## config.mk

```make
export PLATFORM = sky130hd
export DESIGN_NAME = partsel_up_packer
export DESIGN_NICKNAME = d
export VERILOG_FILES = /design/src/rtl/partsel_pkg.sv /design/src/rtl/partsel_up_insert.sv /design/src/rtl/partsel_up_packer.sv
export SDC_FILE = /design/constraint.sdc
export NUM_CORES = 1
export LEC_CHECK = 0
export ABC_CLOCK_PERIOD_IN_PS = 2000
export BUFFER_PORTS_ARGS = -buffer_cell sky130_fd_sc_hd__buf_2
export CORE_AREA = 3 3 40 42
export DETAILED_ROUTE_END_ITERATION = 8
export DIE_AREA = 0 0 43 45
export PLACE_DENSITY = 0.8
export SLEW_MARGIN = 20
export SYNTH_ARGS = -nofsm -noshare
export SYNTH_HDL_FRONTEND = slang
export SYNTH_SLANG_ARGS = --single-unit
```

## constraint.sdc

```tcl
create_clock -name clk -period 2 [get_ports clk]
set_input_delay 0.2 -clock clk [delete_from_list [all_inputs] [get_ports clk]]
set_output_delay 0.2 -clock clk [all_outputs]
set_load 0.1 [all_outputs]
```

## src/rtl/partsel_pkg.sv

```systemverilog
// Shared types and range helpers for the part-select chunk packer.
package partsel_pkg;

    typedef enum logic {
        FILL = 1'b0,
        HOLD = 1'b1
    } packer_state_e;

    function automatic int lo_idx(int msb, int lsb);
        return (msb < lsb) ? msb : lsb;
    endfunction

    function automatic int width(int msb, int lsb);
        return (msb < lsb) ? (lsb - msb + 1) : (msb - lsb + 1);
    endfunction

    // A single-slot word still needs a one-bit slot index.
    function automatic int slot_bits(int slots);
        return (slots > 1) ? $clog2(slots) : 1;
    endfunction

endpackage

```

## src/rtl/partsel_up_insert.sv

```systemverilog
// Combinational slot insert: returns word with word[LO + slot*CHUNK +: CHUNK] replaced by chunk.
module partsel_up_insert
    import partsel_pkg::*;
#(
    parameter int MSB   = 7,
    parameter int LSB   = 0,
    parameter int CHUNK = 2,
    parameter int SW    = 2
) (
    input  logic [MSB:LSB]    word,
    input  logic [SW-1:0]     slot,
    input  logic [CHUNK-1:0]  chunk,
    output logic [MSB:LSB]    result
);

    localparam int LO = lo_idx(MSB, LSB);

    int base;

    // Ascending select on the declared range: for a big-endian word the
    // lowest-numbered bit of the slot is the most significant one.
    always_comb begin
        base   = LO + int'(slot) * CHUNK;
        result = word;
        result[base +: CHUNK] = chunk;
    end

endmodule

```

## src/rtl/partsel_up_packer.sv

```systemverilog
// Streaming chunk-to-word packer over a [MSB:LSB] word of either endianness.
// Optional shadow self-check: define PARTSEL_PACKER_CHECK_EN.
module partsel_up_packer
    import partsel_pkg::*;
#(
    parameter int MSB   = 7,
    parameter int LSB   = 0,
    parameter int CHUNK = 2
) (
    input  logic              clk,
    input  logic              rst,
    input  logic              in_valid,
    output logic              in_ready,
    input  logic [CHUNK-1:0]  in_data,
    input  logic              in_last,
    output logic              out_valid,
    input  logic              out_ready,
    output logic [MSB:LSB]    out_data
);

    localparam int N     = width(MSB, LSB);
    localparam int SLOTS = N / CHUNK;
    localparam int SW    = slot_bits(SLOTS);
    localparam logic [SW-1:0] LAST_SLOT = SW'(SLOTS - 1);

    generate
        if ((N % CHUNK) != 0) begin : g_bad_chunk
            $error("partsel_up_packer: word width must be a multiple of CHUNK");
        end
    endgenerate

    packer_state_e   state_p0, state_nxt;
    logic [SW-1:0]   cnt_p0, cnt_nxt;
    logic [MSB:LSB]  word_p0, word_nxt;

    logic            accept;
    logic            ins_last_slot;
    logic [MSB:LSB]  ins_base;
    logic [SW-1:0]   ins_slot;
    logic [MSB:LSB]  ins_word;

    assign accept = in_valid && in_ready;

    // A chunk taken while draining starts a fresh, all-zero word at slot 0.
    assign ins_base      = (state_p0 == HOLD) ? '0 : word_p0;
    assign ins_slot      = (state_p0 == HOLD) ? '0 : cnt_p0;
    assign ins_last_slot = (ins_slot == LAST_SLOT);

    partsel_up_insert #(
        .MSB   (MSB),
        .LSB   (LSB),
        .CHUNK (CHUNK),
        .SW    (SW)
    ) u_insert (
        .word   (ins_base),
        .slot   (ins_slot),
        .chunk  (in_data),
        .result (ins_word)
    );

    // State register
    always_ff @(posedge clk) begin
        if (rst) begin
            state_p0 <= FILL;
            cnt_p0   <= '0;
            word_p0  <= '0;
        end else begin
            state_p0 <= state_nxt;
            cnt_p0   <= cnt_nxt;
            word_p0  <= word_nxt;
        end
    end

    // Next-state
    always_comb begin
        state_nxt = state_p0;
        cnt_nxt   = cnt_p0;
        word_nxt  = word_p0;
        case (state_p0)
            FILL: begin
                if (accept) begin
                    word_nxt = ins_word;
                    if (ins_last_slot || in_last) begin
                        state_nxt = HOLD;
                        cnt_nxt   = '0;
                    end else begin
                        cnt_nxt = cnt_p0 + 1'b1;
                    end
                end
            end
            HOLD: begin
                if (out_ready) begin
                    if (in_valid) begin
                        word_nxt = ins_word;
                        if (ins_last_slot || in_last) begin
                            state_nxt = HOLD;
                            cnt_nxt   = '0;
                        end else begin
                            state_nxt = FILL;
                            cnt_nxt   = SW'(1);
                        end
                    end else begin
                        state_nxt = FILL;
                        cnt_nxt   = '0;
                        word_nxt  = '0;
                    end
                end
            end
            default: begin
                state_nxt = FILL;
                cnt_nxt   = '0;
                word_nxt  = '0;
            end
        endcase
    end

    // Outputs
    always_comb begin
        out_valid = (state_p0 == HOLD);
        in_ready  = (state_p0 != HOLD) || out_ready;
        out_data  = word_p0;
    end

`ifdef PARTSEL_PACKER_CHECK_EN
    localparam int LO = lo_idx(MSB, LSB);

    logic [MSB:LSB] shadow_p0, shadow_nxt;
    int             sbase;

    // Independent per-bit rebuild of the word, compared against the part-select path.
    always_comb begin
        shadow_nxt = shadow_p0;
        sbase      = LO + int'(ins_slot) * CHUNK;
        if ((state_p0 == HOLD) && out_ready) begin
            shadow_nxt = '0;
        end
        if (accept) begin
            for (int i = 0; i < CHUNK; i++) begin
                shadow_nxt[sbase + i] = in_data[i];
            end
        end
    end

    always_ff @(posedge clk) begin
        if (rst) begin
            shadow_p0 <= '0;
        end else begin
            shadow_p0 <= shadow_nxt;
        end
        if (!rst) begin
            assert (shadow_p0 === out_data);
        end
    end
`endif

endmodule

```

# ---- After elaboration in Yosys (flattened, before gate mapping)
# Index checks and enable logic that the tools add are counted.
# W data, S select, Z words.
dict set report word_totals {
  inputBits 7
  elab_cells 33
  register_bits 11
  out_inout_bits 10
}
dict set report op_classes {
  shift 2
  muxes 18
  n_bitwise 1
  n_reduce_logical 4
  n_eq_ne 3
  addsub 2
}
# operator n
set op_table {}
lappend op_table {{$neg A3 Y33} 1}
lappend op_table {{$shift A2 B33 Y8 const A} 1}
lappend op_table {{$shiftx A2 B33 Y8} 1}
lappend op_table {{$mux W8} 4}
lappend op_table {{$pmux W8 S2} 1}
lappend op_table {{$mux W2} 5}
lappend op_table {{$bwmux W8} 1}
lappend op_table {{$mux W1} 5}
lappend op_table {{$ne A2 B2 Y1 const B} 2}
lappend op_table {{$pmux W2 S2} 1}
lappend op_table {{$add A2 B1 Y2 const B} 1}
lappend op_table {{$eq A2 B2 Y1 const B} 1}
lappend op_table {{$logic_or A1 B1 Y1} 2}
lappend op_table {{$pmux W1 S2} 1}
lappend op_table {{$reduce_and A2 Y1} 1}
lappend op_table {{$logic_and A1 B1 Y1} 1}
lappend op_table {{$not A1 Y1} 1}

# ---- Depth between registers and ports, before layout
dict set report depth {
  depth_word 7
  ltp_mapped 7
  ltp_nobuf 6
}

# ---- By module
# Synthesis repeated with hierarchy kept, for this count alone.
dict set report unflattened {
  hier_cells 87
  area_unflattened_um2 714.4
}
# mod cells_per_inst seq_area_each_um2 area_each_um2 instances
set modules_own_cells {}
lappend modules_own_cells {partsel_up_packer 55 220.2 491.7 1}
lappend modules_own_cells {partsel_up_insert 32 0.0 222.7 1}

# ---- Least setup slack after synthesis
# Ideal clock, no wire load.
dict set report synth_timing {
  path_type {flip-flop to flip-flop}
  from {reg state_p0, in the netlist out_valid}
  to {reg cnt_p0[1]}
  path_stages_with_launch 8
  t_arrival_ns 2.542
  required_time_ns 1.932
  slack_ns -0.610
  setup_time_ns 0.068
  n_path_buf 1
  synth_period_minus_slack_ns 2.610
  path_cell_list {dfxtp_1 > buf_2 > nand2b_1 > inv_1 > ha_1 > or3_1 > a311o_1 > o21ai_2}
}
dict set report synth_between {
  elab_chain_len 6
  word_cells_on_any_way 12
  classes_between {3 x eq/ne; 4 x mux; 1 x bitwise; 4 x reduce/logical}
}
# item line
set synth_lines {}
lappend synth_lines {{from (decl)} partsel_up_packer.sv:32} ;# packer_state_e state_p0, state_nxt;
lappend synth_lines {{from (signal assigned)} partsel_up_packer.sv:68} ;# state_p0 <= state_nxt;
lappend synth_lines {{$mux W2} partsel_up_packer.sv:46} ;# assign ins_slot = (state_p0 == HOLD) ? '0 : cnt_p0;
lappend synth_lines {{$eq A2 B2 Y1} partsel_up_packer.sv:47} ;# assign ins_last_slot = (ins_slot == LAST_SLOT);
lappend synth_lines {{$logic_or A1 B1 Y1} partsel_up_packer.sv:83} ;# if (ins_last_slot || in_last) begin
lappend synth_lines {{$mux W2} partsel_up_packer.sv:83}
lappend synth_lines {{$mux W2} partsel_up_packer.sv:81} ;# if (accept) begin
lappend synth_lines {{$pmux W2 S2} partsel_up_packer.sv:79} ;# case (state_p0)
lappend synth_lines {{to (signal assigned)} partsel_up_packer.sv:69} ;# cnt_p0 <= cnt_nxt;
lappend synth_lines {{to (decl)} partsel_up_packer.sv:33} ;# logic [SW-1:0] cnt_p0, cnt_nxt;
# Parallel ways exist; a longest one is shown, timed or not. The select of a mux whose other input is x is not followed.
# A chain may end at the register's enable or synchronous reset.

# ---- Final worst setup path
# Same ends and word-level chain as after synthesis.

==> impl_metrics.xml <==
<?xml version="1.0" encoding="UTF-8"?>
<metrics>
  <group name="global_route">
    <metric name="global_route_wire_length_before_repair" unit="mm">2.042</metric>
    <metric name="via_count_of_the_first_global_routing_pass" unit="">495</metric>
    <metric name="globalRoute.totalOverflow" unit="">0</metric>
    <metric name="antenna_found_initial" unit="">0</metric>
    <metric name="grt_usage" unit="">0.1417</metric>
    <metric name="maximum_number_of_pins_on_one_net_before_global_route_repair" unit="">13</metric>
  </group>
  <group name="cts">
    <metric name="clkTransAtPathRegs" unit="ns">0.07</metric>
    <metric name="clk_latency" unit="ns">0.27</metric>
    <metric name="cts_tree" unit="">built</metric>
    <metric name="root_buffer" unit="">sky130_fd_sc_hd__clkbuf_4</metric>
    <metric name="cts_post_setup_buffers_inserted" unit="">0</metric>
    <metric name="clkSinkCount" unit="">11</metric>
    <metric name="cts_buffers" unit="">3</metric>
    <metric name="clock_tree.htree_level_count" unit="">1</metric>
    <metric name="cts-hold-fix-buffers" unit="">0</metric>
    <metric name="cts_resized" unit="">0</metric>
    <metric name="clock_path_buffers" unit="">2</metric>
  </group>
  <group name="cells_and_area">
    <metric name="num-fill-cells" unit="">116</metric>
    <metric name="finalNetCount" unit="">99</metric>
    <metric name="area_delta_synth_final" unit="%">17.86</metric>
    <metric name="num_antenna_cells" unit="">0</metric>
    <metric name="final_layout_size_suffix_gt1_frac" unit="">0.2588</metric>
    <metric name="final_area" unit="um2">743.2</metric>
  </group>
  <group name="timing">
    <metric name="fin_skew" unit="ns">0.008647</metric>
    <metric name="final-max-slew-violation-count" unit="">0</metric>
    <metric name="final.period_utilization" unit="">0.8696</metric>
    <metric name="setup_tns" unit="ns">0</metric>
    <metric name="max_slew_margin" unit="">0.6767</metric>
    <metric name="max_clock_freq" unit="MHz">575.0</metric>
    <metric name="final_period_minus_worst_setup_slack" unit="ns">1.739</metric>
    <metric name="timing.final.ws_setup" unit="ns">0.2607</metric>
    <metric name="finalSetupViolations" unit="">0</metric>
    <metric name="worst_tran_pin_value" unit="ns">0.4883</metric>
    <metric name="setup_repair_after_global_routing_missed_its_margin" unit="">no</metric>
    <metric name="finalHoldViolations" unit="">0</metric>
    <metric name="whs" unit="ns">0.2030</metric>
  </group>
  <group name="detailed_routing">
    <metric name="num_vias" unit="">553</metric>
    <metric name="highest_layer" unit="">met4</metric>
    <metric name="wire_per_inst" unit="um">12.27</metric>
    <metric name="m1WireLength" unit="um">578</metric>
    <metric name="drt_drc_violations_left" unit="">0</metric>
    <metric name="detail_route.wirelength" unit="mm">1.227</metric>
    <metric name="met3RoutedLength" unit="um">55</metric>
    <metric name="wl_met2" unit="um">564</metric>
    <metric name="dr.pass1.iters" unit="">4</metric>
    <metric name="postRouteAntennaNets" unit="">0</metric>
    <metric name="route.detailed.vias_per_inst" unit="">5.530</metric>
    <metric name="drt_iter0_drc" unit="">12</metric>
  </group>
  <group name="synthesis">
    <metric name="yosys.area.top_type" unit="">sky130_fd_sc_hd__dfxtp_1</metric>
    <metric name="postSynthNetCount" unit="">82</metric>
    <metric name="ys.warnings.count" unit="">0</metric>
    <metric name="synth_xor_xnor_area_share" unit="">0</metric>
    <metric name="largest_family_of_logic_cells_by_synthesized_area" unit="">simple AND/OR/NAND/NOR gates</metric>
    <metric name="synth_top_cells_by_area" unit="">sky130_fd_sc_hd__dfxtp_1 (35%), sky130_fd_sc_hd__ha_1 (12%), sky130_fd_sc_hd__a32oi_1 (5.6%)</metric>
    <metric name="synth_simple_gate_area_share" unit="">0.2659</metric>
    <metric name="synth_most_common_cell" unit="">sky130_fd_sc_hd__dfxtp_1</metric>
    <metric name="synth_area" unit="um2">630.6</metric>
    <metric name="synth_flop_cell" unit="">sky130_fd_sc_hd__dfxtp_1</metric>
    <metric name="synth_edf_count" unit="">0</metric>
    <metric name="synth_adder_area_share" unit="">0.1190</metric>
    <metric name="yosys_reg_bits" unit="">11</metric>
    <metric name="synth_largest_type_area_fraction" unit="">0.3492</metric>
    <metric name="yosysSeqAreaShare" unit="">0.3492</metric>
    <metric name="synth_cells" unit="">69</metric>
    <metric name="synth_compound_area_frac" unit="">0.1905</metric>
    <metric name="synthDistinctLibCells" unit="">27</metric>
    <metric name="synth.avg_cell_area" unit="um2">9.139</metric>
    <metric name="synth.top_cells.by_count" unit="">sky130_fd_sc_hd__dfxtp_1 (11), sky130_fd_sc_hd__ha_1 (6), sky130_fd_sc_hd__inv_1 (5), sky130_fd_sc_hd__nor2_1 (5), sky130_fd_sc_hd__a32oi_1 (4)</metric>
    <metric name="post_synth_mux_area_share" unit="">0.01587</metric>
    <metric name="asyncSetResetFlopFracSynth" unit="">0</metric>
  </group>
  <group name="floorplanning">
    <metric name="start_util" unit="">0.4908</metric>
    <metric name="die_area" unit="um2">1935</metric>
    <metric name="height_of_the_chip" unit="um">45</metric>
    <metric name="io_pins" unit="">17</metric>
    <metric name="width_of_the_die" unit="um">43</metric>
    <metric name="core" unit="um2">1285</metric>
    <metric name="core.rowCount" unit="">13</metric>
  </group>
  <group name="placement">
    <metric name="area_after_detailed_placement" unit="um2">716.9</metric>
    <metric name="gp_routability_congestion" unit="">0.8863</metric>
    <metric name="portBuffers" unit="">16</metric>
    <metric name="detailedPlacementHpwl" unit="um">974.2</metric>
    <metric name="dp_slack" unit="ns">0.2817</metric>
  </group>
  <group name="setup_path">
    <metric name="timing.critical_path.fanout_max" unit="">12</metric>
    <metric name="worst_ep_required_time" unit="ns">2.21</metric>
    <metric name="startpoint_type" unit="">flip-flop</metric>
    <metric name="cp-end-kind" unit="">flip-flop</metric>
    <metric name="worstSetupPathType" unit="">reg -&gt; reg</metric>
    <metric name="critical_path_arrival" unit="ns">1.95</metric>
  </group>
  <group name="job">
    <metric name="drv_cap" unit="">0</metric>
  </group>
  <group name="pwr">
    <metric name="power_density" unit="nW/um2">633.6</metric>
    <metric name="static-leakage-power" unit="uW">0.0003470</metric>
    <metric name="vdd_ir_drop_max" unit="mV">0.2880</metric>
  </group>
  <group name="hold_path">
    <metric name="timing.hold.worst.class" unit="">in -&gt; reg</metric>
  </group>
  <group name="status">
    <metric name="run_status" unit="">finished, final reports clean</metric>
  </group>
</metrics>
per-layer routing:
metal,global-route usage,vias to the layer above
li1,-,284
met1,0.1667,249
met2,0.2365,16
met3,0.02789,4
met4,0.09036,0
met5,0,-
state kept, by name, summed over array words and instances, names as in the netlist:
signal     flops
cnt_p0         2
out_valid      1
out_data       8
final timing paths:
kind	from	end	slack, ns	cells past startpoint
max	out_valid	cnt_p0[1]	0.26	6
min	rst	out_valid	0.20	2
max reg2reg	out_valid	cnt_p0[1]	0.26	6
min reg2reg	out_data[4]	out_data[4]	0.45	2
worst max-delay path: stages, from the launching register on:
cell and delay [ns]:
sky130_fd_sc_hd__dfxtp_4 0.40, sky130_fd_sc_hd__nand2b_2 0.20, sky130_fd_sc_hd__inv_1 0.10, sky130_fd_sc_hd__ha_1 0.22
sky130_fd_sc_hd__or3_1 0.34, sky130_fd_sc_hd__a311o_1 0.36, sky130_fd_sc_hd__o21ai_2 0.05
through the flow:
step | total power, uW | instances | util
2_1_floorplan | 311.0 | 69 | -
3_3_place_gp | 327.9 | 96 | 0.5579
3_5_place_dp | 328.1 | 96 | 0.5579
4_1_cts | 475.6 | 100 | 0.5784
5_1_grt | 495.3 | 100 | 0.5784
6_report | 470.9 | 100 | 0.5784
logic make-up after synthesis:
kind of cell	count (synthesis)
multiplexers	1
flip-flops	11
adder cells (fa/ha/maj)	6
AO/OA/AOI/OAI	16
buffers and inverters	9
AND/OR/NAND/NOR	26
where the power goes:
part / total [uW] / switching (uW) / internal [uW]
Combinational: 93.4 / 65.9 / 27.5
Clock: 147 / 70.4 / 77.0
Sequential: 230 / 6.00 / 224
final cells by class:
type	count	area (um2)	area share
timing repair buffer	16	80.08	0.1077
multi-input combinational	49	375.4	0.5051
sequential	11	224.0	0.3013
inverter	5	18.77	0.02525
clock buffer	4	26.28	0.03535
tap	15	18.77	0.02525
cell usage in the layout (no fill, tap or decap), types with 2 or more instances in the layout:
master | Yosys | final
sky130_fd_sc_hd__buf_2 | 3 | 16
sky130_fd_sc_hd__dfxtp_1 | 11 | 10
sky130_fd_sc_hd__ha_1 | 6 | 6
sky130_fd_sc_hd__inv_1 | 5 | 5
sky130_fd_sc_hd__nor2_1 | 5 | 5
sky130_fd_sc_hd__a32oi_1 | 4 | 4
sky130_fd_sc_hd__nand4b_1 | 3 | 3
sky130_fd_sc_hd__a21oi_1 | 3 | 3
sky130_fd_sc_hd__nand2_1 | 3 | 3
sky130_fd_sc_hd__clkbuf_4 | 0 | 3
sky130_fd_sc_hd__nand2b_1 | 3 | 2
sky130_fd_sc_hd__nor2b_1 | 2 | 2
sky130_fd_sc_hd__a21o_1 | 2 | 2
sky130_fd_sc_hd__nand4_1 | 2 | 2
sky130_fd_sc_hd__nand3b_1 | 2 | 2
sky130_fd_sc_hd__and4b_1 | 2 | 2
sky130_fd_sc_hd__o22ai_1 | 2 | 2
Note: power is estimated with default switching activity, not from simulation.
